<file path="config.mk">
export PLATFORM = sky130hd
export DESIGN_NAME = elevator_call_scheduler
export DESIGN_NICKNAME = d
export VERILOG_FILES = /design/src/rtl/elevator_call_scheduler.sv
export SDC_FILE = /design/constraint.sdc
export NUM_CORES = 1
export LEC_CHECK = 0
export CAP_MARGIN = 30
export CORE_MARGIN = 5
export CORE_UTILIZATION = 53
export DETAILED_ROUTE_END_ITERATION = 7
export PLACE_DENSITY = 0.91
export SLEW_MARGIN = 20
export SYNTH_ARGS = -nofsm -noshare
export SYNTH_HDL_FRONTEND = slang
export SYNTH_SLANG_ARGS = --single-unit
</file>
<file path="constraint.sdc">
create_clock -name clk -period 3.5 [get_ports clk]
set_clock_uncertainty 0.1 [all_clocks]
set_input_delay 1.05 -clock clk [delete_from_list [all_inputs] [get_ports clk]]
set_output_delay 1.05 -clock clk [all_outputs]
set_load 0.01 [all_outputs]
</file>
<file path="src/rtl/elevator_call_scheduler.sv">
// SCAN-ordered elevator call scheduler: latches floor calls, offers one floor
// command at a time to the car controller and times the door dwell on arrival.
module elevator_call_scheduler #(
  parameter int NUM_FLOORS  = 4,
  parameter int FLOOR_W     = 2,
  parameter int DOOR_CYCLES = 4
) (
  input  logic                  clk,
  input  logic                  reset,
  input  logic [NUM_FLOORS-1:0] call_req,
  input  logic [FLOOR_W-1:0]    car_floor,
  input  logic                  arrive,
  input  logic                  cmd_ready,
  output logic                  cmd_valid,
  output logic [FLOOR_W-1:0]    cmd_floor,
  output logic                  door_open,
  output logic                  direction,
  output logic [NUM_FLOORS-1:0] pending,
  output logic                  busy
);

  localparam int CNT_W = (DOOR_CYCLES < 2) ? 1 : $clog2(DOOR_CYCLES + 1);
  localparam logic [CNT_W-1:0] DOOR_LOAD = CNT_W'(DOOR_CYCLES);
  localparam logic [CNT_W-1:0] CNT_ONE   = CNT_W'(1);

  localparam logic [1:0] IDLE     = 2'd0;
  localparam logic [1:0] DISPATCH = 2'd1;
  localparam logic [1:0] TRAVEL   = 2'd2;
  localparam logic [1:0] DOOR     = 2'd3;

  logic [1:0]            state_reg, state_next;
  logic [NUM_FLOORS-1:0] pending_reg, pending_next;
  logic [FLOOR_W-1:0]    cmd_floor_reg, cmd_floor_next;
  logic                  dir_reg, dir_next;
  logic [CNT_W-1:0]      door_cnt_reg, door_cnt_next;

  logic [NUM_FLOORS-1:0] car_onehot, cmd_onehot, above_mask, below_mask;
  logic [NUM_FLOORS-1:0] pend_above, pend_below, set_mask, clear_mask;
  logic [FLOOR_W-1:0]    lowest_above, highest_below, target;
  logic                  target_up, here_hit, call_here;

  // Per-floor decode of the car position and the committed target.
  genvar gi;
  generate
    for (gi = 0; gi < NUM_FLOORS; gi++) begin : g_floor
      assign car_onehot[gi] = (car_floor == FLOOR_W'(gi));
      assign cmd_onehot[gi] = (cmd_floor_reg == FLOOR_W'(gi));
      assign above_mask[gi] = (FLOOR_W'(gi) > car_floor);
      assign below_mask[gi] = (FLOOR_W'(gi) < car_floor);
    end
  endgenerate

  assign pend_above = pending_reg & above_mask;
  assign pend_below = pending_reg & below_mask;
  assign here_hit   = |(pending_reg & car_onehot);
  assign call_here  = |(call_req & car_onehot);

  // Nearest pending floor on each side of the car.
  always_comb begin
    lowest_above = '0;
    for (int i = NUM_FLOORS - 1; i >= 0; i--) begin
      if (pend_above[i]) lowest_above = FLOOR_W'(i);
    end
    highest_below = '0;
    for (int i = 0; i < NUM_FLOORS; i++) begin
      if (pend_below[i]) highest_below = FLOOR_W'(i);
    end
  end

  // Keep sweeping in the current direction; reverse only when nothing is ahead.
  always_comb begin
    target    = highest_below;
    target_up = 1'b0;
    if (dir_reg) begin
      if (|pend_above) begin
        target    = lowest_above;
        target_up = 1'b1;
      end
    end else if (!(|pend_below)) begin
      target    = lowest_above;
      target_up = 1'b1;
    end
  end

  always_comb begin
    state_next     = state_reg;
    cmd_floor_next = cmd_floor_reg;
    dir_next       = dir_reg;
    door_cnt_next  = door_cnt_reg;
    set_mask       = call_req;
    clear_mask     = '0;
    case (state_reg)
      IDLE: begin
        if (here_hit) begin
          state_next    = DOOR;
          clear_mask    = car_onehot;
          door_cnt_next = DOOR_LOAD;
        end else if (|pending_reg) begin
          state_next     = DISPATCH;
          cmd_floor_next = target;
          dir_next       = target_up;
        end
      end
      DISPATCH: begin
        if (cmd_ready) state_next = TRAVEL;
      end
      TRAVEL: begin
        // Intermediate floors are passed without stopping.
        if (arrive && (car_floor == cmd_floor_reg)) begin
          state_next    = DOOR;
          clear_mask    = cmd_onehot;
          door_cnt_next = DOOR_LOAD;
        end
      end
      DOOR: begin
        // A call at the open door holds it open instead of queueing a new trip.
        set_mask = call_req & ~car_onehot;
        if (call_here) begin
          door_cnt_next = DOOR_LOAD;
        end else if (door_cnt_reg == CNT_ONE) begin
          state_next    = IDLE;
          door_cnt_next = '0;
        end else begin
          door_cnt_next = door_cnt_reg - CNT_ONE;
        end
      end
      default: state_next = IDLE;
    endcase
    pending_next = (pending_reg | set_mask) & ~clear_mask;
  end

  always_ff @(posedge clk or negedge reset) begin
    if (!reset) begin
      state_reg     <= IDLE;
      pending_reg   <= '0;
      cmd_floor_reg <= '0;
      dir_reg       <= 1'b1;
      door_cnt_reg  <= '0;
    end else begin
      state_reg     <= state_next;
      pending_reg   <= pending_next;
      cmd_floor_reg <= cmd_floor_next;
      dir_reg       <= dir_next;
      door_cnt_reg  <= door_cnt_next;
    end
  end

  assign cmd_valid = (state_reg == DISPATCH);
  assign door_open = (state_reg == DOOR);
  assign busy      = (state_reg != IDLE);
  assign cmd_floor = cmd_floor_reg;
  assign direction = dir_reg;
  assign pending   = pending_reg;

endmodule

</file>
After elaboration in Yosys (flattened, before gate mapping)
Cells that the tools add are included.
Storage, ports and cells
  output and inout bits: 10
  logic and storage cells: 84
  input port bits: 10
  register bits after elaboration: 12
Operators by class
  bitwise logic cells: 10
  reduce and logical (&&, ||, !) cells: 14
  multiplexer cells: 29
  $add $sub $neg: 1
  equality and inequality tests: 17
  magnitude comparators: 8
Operators by type and width (number)
  $mux 2: 15
  $and 4x4->4: 6
  $reduce_or 4->1: 5
  $eq 2x2->1 const B: 6
  $mux 3: 4
  $mux 4: 3
  $pmux 3 s3: 1
  $ne 2x2->1 const B: 4
  $not 4->4: 2
  $pmux 2 s4: 1
  $pmux 4 s2: 1
  $eq 2x1->1 const B: 3
  $logic_not 2->1: 3
  $reduce_and 3->1: 2
  $reduce_and 5->1: 1
  $gt 1x2->1 const A: 2
  $gt 2x2->1 const A: 2
  $lt 1x2->1 const A: 2
  $lt 2x2->1 const A: 2
  $mux 1: 4
  $or 4x4->4: 1
  $eq 3x1->1 const B: 1
  $ne 3x3->1 const B: 1
  $reduce_bool 3->1: 1
  6 further kinds: 6

Depth between registers and ports, before layout
Gate-level depths: netlist of run 1.
  word-level depth: 8
  mapped depth: 6
  gate-level depth less buffers: 6

Worst setup path after synthesis of run 1
Ideal clock, no wire load.
  kind: input-to-reg
  from: in car_floor[1]
  to: reg door_cnt_reg[2]
  cell stages on the path: 5
  data arrival time: 2256 ps
  setup time: 121 ps
  buffers on the path: 1
  data required time: 3279 ps
  path slack: 1023 ps
  path through: buf_2 mux4_2 nand2b_1 a21o_1 a22o_1
Between the ends
  longest elaborated chain between the ends: 5
  elaborated cells between the ends (all ways): 15
  those cells by class: eq/ne: 6; mux: 2; bitwise: 2; reduce/logical: 5
Ends and longest elaborated chain
  start, declared: line 11  | input logic [FLOOR_W-1:0] car_floor,
  $eq 2x1->1, or another cell as far along: line 46  | assign car_onehot[gi] = (car_floor == FLOOR_W'(gi));
  $and 4x4->4, on equally long branches: line 56, 55
  $reduce_or 4->1, on equally long branches: line 56, 55
  $mux 3 / $ne 2x2->1 (equally long branches)
  $pmux 3 s3 / $reduce_and 3->1 (equally long branches)
  end signal, assigned: line 144  | door_cnt_reg <= door_cnt_next;
  end, declared: line 35  | logic [CNT_W-1:0] door_cnt_reg, door_cnt_next;
Several ways; a longest one is shown, not always the timed one.
A chain may end at the register's enable or synchronous reset.

Worst setup path in the final report of run 1
  from: reg state_reg[1]
  to: out busy
Between the ends
  longest elaborated chain between the ends: 1
Ends and longest elaborated chain
  start, declared: line 31  | logic [1:0] state_reg, state_next;
  start signal, assigned: line 140  | state_reg <= state_next;
  $reduce_bool 2->1: line 150  | assign busy = (state_reg != IDLE);
  end, declared: line 19  | output logic busy
Every way passes these cells.

==> flow_summary.ini, run 1 <==
[outcome]
status = finished clean

[floorplanning]
initial_core_util = 0.5465
core-area_mm2 = 0.001708
ios = 20
die_x_um = 51.97
die_area_mm2 = 0.002700
die_y_um = 51.97
rows = 15

[final_layout]
diodes = 0
multiInputGateArea_um2 = 561.8
layout_commonest_cell = clkdlybuf4s50_1
largest_register_ff_count = 4
sequential_cell_area_um2 = 301.5
nets = 142
synthToLayoutAreaGrowth_pct = 25.47
fill_cells = 135
drive_gt1_frac = 0.1040
layout_common_cells = clkdlybuf4s50_1, inv_1, dfrtp_1

[synthesis]
syn_nets = 120
yosysTopAreaCell = dfrtp_1
synth.avg_cell_area_um2 = 8.975
synthArstFlopShare = 1.000
ys_types = 36
syn_area_um2 = 933.4
synth_edf_count = 0
yosys-top-cells-area = dfrtp_1, ha_1, inv_1
ys_ff_latch = 12
synth-main-ff-cell = dfrtp_1
seq_area_frac_synth = 0.3231
synth_top_area_frac = 0.2949
syn_inst = 104
yosysWarnings = 0

[setup_path]
slowest_delay_ns = 0.57
worstPathMaxFanout = 6
cpMostUsedCell = inv_1
cp-end-kind = output port
cp.arrival_ns = 1.79
crit_type = flop to output port
cpLargestDelayFamily = buffers and inverters
crit_buf_inv = 3
crit_required_ns = 2.35
slowest_stage = clkdlybuf4s50_1
startpoint_type = flop
crit_chain = inv_1, ha_1, inv_1, clkdlybuf4s50_1

[drt]
wire_per_inst_um = 15.92
drc = 0
ant_nets = 0
vias = 879
wl_mm = 2.388
vias_per_cell = 5.860
drtIter0Drc = 20
dr.pass1.iters = 4

[timing]
tightest_slew_ns = 0.5887
period_minus_slack_ns = 2.935
rsz0062_at_grt = false
worst_slack_ns = 0.5646
maxSlewHeadroom = 0.6039
hold_viol = 0
fin_setup_tns_ns = 0
fmax_mhz = 340.7
final.period_utilization = 0.8387
final_max_slew_viol_count = 0
setup_viol = 0

[place]
dp_slack_ns = 0.4073
gp_congestion = 0.8514
port_buffers = 19
place.detailed.hpwl_mm = 1.855

[grt]
antenna_found_initial = 0
grt_pass1_wl_mm = 4.133
grt_max_degree = 13
track_usage = 0.2074
grt_pass1_vias = 928
grt-ovfl-total = 0

[power_and_ir_drop]
p_sw_frac = 0.4400
p_sw_mw = 0.4197
clockPowerShare = 0.096
seq_power_share = 0.301
ir_worst_vdd_uv = 427.4
pwr-share-comb = 0.603
power.density_mw_per_mm2 = 814.5
leakage_nw = 0.4947
p_int_mw = 0.5341

[flow_run]
drv_cap = 0

[clock_network]
cts.sinks = 12
cts.clk_slew.worst_paths_ns = 0.08
cts_tree = done
cts_setup_buffers = 0
hold_buffers = 0
ctsRootBufferMaster = clkbuf_4
h-tree-depth = 1
clkLatencyLatePin_ns = 0.27
cts_buffers = 3
clk_path_buf_depth = 2
cts_resized = 0

[hold_path]
hold_path.class = flop to flop
==> through the flow <==
stage	hold WS (ns)	total power, mW	cells	util	area, um^2
after global placement	0.4054	0.8284	146	0.6703	1145
after floorplan	0.3799	0.6542	104	-	933.4
after detailed placement	0.4107	0.8600	146	0.6703	1145
final	0.4257	0.9539	150	0.6857	1171
after CTS	0.4284	0.9533	150	0.6857	1171
after global routing	0.4522	1.038	150	0.6857	1171
==> kinds of logic after synthesis <==
group	Yosys count	synth area share
AO/OA/AOI/OAI	35	0.2641
XOR/XNOR	2	0.01877
adder cells (fa/ha/maj)	6	0.08043
buffers and inverters	16	0.07506
flip-flops	12	0.3231
multiplexers	4	0.08043
AND/OR/NAND/NOR	29	0.1582
==> layer usage <==
metal	track usage	routed length, um	vias to the layer above
met3	0.03725	97	8
met2	0.3682	1241	27
met4	0.09607	58	0
met5	0	0	-
met1	0.2371	990	425
li1	-	-	419
==> area by class of cell <==
type,instances,area share
well taps,25,0.02671
inverters,12,0.03846
repair buffers,21,0.1752
flip-flops and latches,12,0.2575
clock buffers,4,0.02244
multi-input cells,76,0.4797
==> power by group through the flow <==
stage | clock network [mW] | registers (mW) | logic, mW
global placement | 0 | 0.285 | 0.543
finish | 0.0916 | 0.287 | 0.576
detailed placement | 0 | 0.288 | 0.572
floorplan | 0 | 0.279 | 0.375
global route | 0.103 | 0.303 | 0.632
CTS | 0.0929 | 0.286 | 0.575
==> cell usage after synthesis, drive strengths merged, types with 2 or more instances <==
cell type  instances
xor2               2
a21oi              8
mux2               2
dfrtp             11
mux4               2
nand3              5
o2111ai            2
o21ai              6
inv               12
nor2               8
ha                 6
o31ai              3
a31oi              6
nand2              7
buf                3
nand2b             4
==> worst paths after layout <==
path / startpoint / depth (start not counted) / slack, ns / endpoint
worst max-delay path: state_reg[1] / 4 / 0.56 / busy
worst min-delay path: door_cnt_reg[1] / 1 / 0.43 / door_cnt_reg[1]
worst max register to register: pending[2] / 3 / 1.64 / door_cnt_reg[1]
worst min register to register: door_cnt_reg[1] / 1 / 0.43 / door_cnt_reg[1]
max in group asynchronous: reset / 1 / 1.88 / state_reg[1]
min in group asynchronous: reset / 1 / 1.05 / cmd_floor[1]
Note: power is estimated with default switching activity, not from simulation.
==> inputs of run 2 (changes only) <==
--- a/config.mk
+++ b/config.mk
@@ -7,9 +7,9 @@
 export LEC_CHECK = 0
 export CAP_MARGIN = 30
 export CORE_MARGIN = 5
-export CORE_UTILIZATION = 53
+export CORE_UTILIZATION = 49
 export DETAILED_ROUTE_END_ITERATION = 7
-export PLACE_DENSITY = 0.91
+export PLACE_DENSITY = 0.85
 export SLEW_MARGIN = 20
 export SYNTH_ARGS = -nofsm -noshare
 export SYNTH_HDL_FRONTEND = slang
==> constraint.sdc (replaced) <==
create_clock -name clk -period 3 [get_ports clk]
set_clock_uncertainty 0.1 [all_clocks]
set_input_delay 0.9 -clock clk [delete_from_list [all_inputs] [get_ports clk]]
set_output_delay 0.9 -clock clk [all_outputs]
set_load 0.01 [all_outputs]
==> run 2 against run 1 <==
Net effect:
- die area grew 6.6%
- critical path depth unchanged
- wire length decreased by 3.8%
==> flow_summary.ini, run 2 (same netlist as run 1, synthesis figures left out) <==
[outcome]
status = finished clean

[clock_network]
cts_tree = done
cts_setup_buffers = 0
cts_resized = 0
clk_path_buf_depth = 2
cts.clk_slew.worst_paths_ns = 0.08
h-tree-depth = 1
cts.sinks = 12
ctsRootBufferMaster = clkbuf_4
cts_buffers = 3
hold_buffers = 0
clkLatencyLatePin_ns = 0.28

[setup_path]
reg2reg_to = door_cnt_reg[1]
slowest_stage = clkdlybuf4s50_1
startpoint_type = flop
r2r_cells = 3
cpMostUsedCell = inv_1
slowest_delay_ns = 0.58
worstReg2RegStart = pending[2]
cp-end-kind = output port
crit_type = flop to output port
cp.arrival_ns = 1.77
crit_required_ns = 2.00
worstPathMaxFanout = 6
crit_chain = inv_1, ha_1, inv_1, clkdlybuf4s50_1
r2r_setup_slack_ns = 1.15

[final_layout]
fill_cells = 156
layout_common_cells = clkdlybuf4s50_1, inv_1, dfrtp_1
synthToLayoutAreaGrowth_pct = 27.35
layout_commonest_cell = clkdlybuf4s50_1
nets = 143
diodes = 0
drive_gt1_frac = 0.1190
largest_register_ff_count = 4

[place]
port_buffers = 19
gp_congestion = 0.8084
place.detailed.hpwl_mm = 1.814

[power_and_ir_drop]
ir_worst_vdd_uv = 477.5
power.density_mw_per_mm2 = 954.8
leakage_nw = 0.5051
power.total_mw = 1.135

[floorplanning]
die_x_um = 53.65
die_y_um = 53.65
die_area_mm2 = 0.002878
initial_core_util = 0.5291
core-area_mm2 = 0.001764
ios = 20
rows = 15

[timing]
fin_setup_tns_ns = 0
period_minus_slack_ns = 2.773
setup_viol = 0
tightest_slew_ns = 0.6387
fmax_mhz = 360.7
maxSlewHeadroom = 0.5703
final_max_slew_viol_count = 0
hold_viol = 0
whs_ns = 0.4343
final.period_utilization = 0.9242
rsz0062_at_grt = false

[drt]
vias = 874
dr.pass1.iters = 5
drc = 0
wire_per_inst_um = 15.22
wl_mm = 2.298
drtIter0Drc = 28
vias_per_cell = 5.788
ant_nets = 0

[hold_path]
hold_path_end = door_cnt_reg[2]
hp-start = door_cnt_reg[2]
hold_depth = 1
hold_path.class = flop to flop

[grt]
antenna_found_initial = 0
grt_max_degree = 17
grt-ovfl-total = 0
track_usage = 0.1892
grt_pass1_wl_mm = 4.015
grt_pass1_vias = 891

[flow_run]
drv_cap = 0
[run 2: cell types whose count changed in the layout (fill, tap and decap cells not counted)]
cell | previous run | this run
clkbuf_8 | 0 | 1
buf_4 | 2 | 3
clkbuf_1 | 1 | 0
[run 2: worst max path at each step]
stage                 start  slack, ns              end  depth (start not counted)
5_1_grt        state_reg[1]       0.15             busy                          4
4_1_cts        state_reg[1]       0.22             busy                          4
3_3_place_gp   car_floor[1]       0.22  door_cnt_reg[1]                          5
6_report       state_reg[1]       0.23             busy                          4
2_1_floorplan  car_floor[1]       0.67  door_cnt_reg[2]                          5
3_5_place_dp   car_floor[1]       0.19  door_cnt_reg[1]                          5
[run 2: worst max-delay path: cells and delay by family (launching register included)]
| kind | cells | cell delay, ns |
|---|---|---|
| adder cells (fa/ha/maj) | 1 | 0.24 |
| buffers and inverters | 3 | 0.86 |
| flip-flops | 1 | 0.41 |
[run 2: final cells by class]
type | instances | area [um^2] | area share
Tap cell | 25 | 31.28 | 0.02632
Clock buffer | 4 | 36.28 | 0.03053
Multi-Input combinational cell | 76 | 561.8 | 0.4726
Inverter | 12 | 45.04 | 0.03789
Sequential cell | 12 | 301.5 | 0.2537
Timing Repair Buffer | 22 | 212.7 | 0.1789
[run 2: metrics by stage]
| step | area (um^2) | std cells | worst slack, ns | utilization |
|---|---|---|---|---|
| final | 1189 | 151 | 0.2275 | 0.6738 |
| after floorplan | 933.4 | 104 | 0.6730 | - |
| after global routing | 1189 | 151 | 0.1519 | 0.6738 |
| after global placement | 1152 | 147 | 0.2243 | 0.6532 |
| after CTS | 1189 | 151 | 0.2217 | 0.6738 |
| after detailed placement | 1152 | 147 | 0.1916 | 0.6532 |
[run 2: layer usage]
| metal | global-route usage | vias up | share of wire |
|---|---|---|---|
| met5 | 0 | - | 0 |
| met1 | 0.2414 | 424 | 0.43 |
| met3 | 0.03878 | 2 | 0.044 |
| met2 | 0.3347 | 19 | 0.52 |
| met4 | 0.02553 | 0 | 0.0026 |
| li1 | - | 429 | - |
[run 2: power by group]
part / switching (mW) / internal [mW]
combinational: 0.322 / 0.342
clock: 0.0593 / 0.0737
sequential: 0.101 / 0.236
total: 0.483 / 0.652
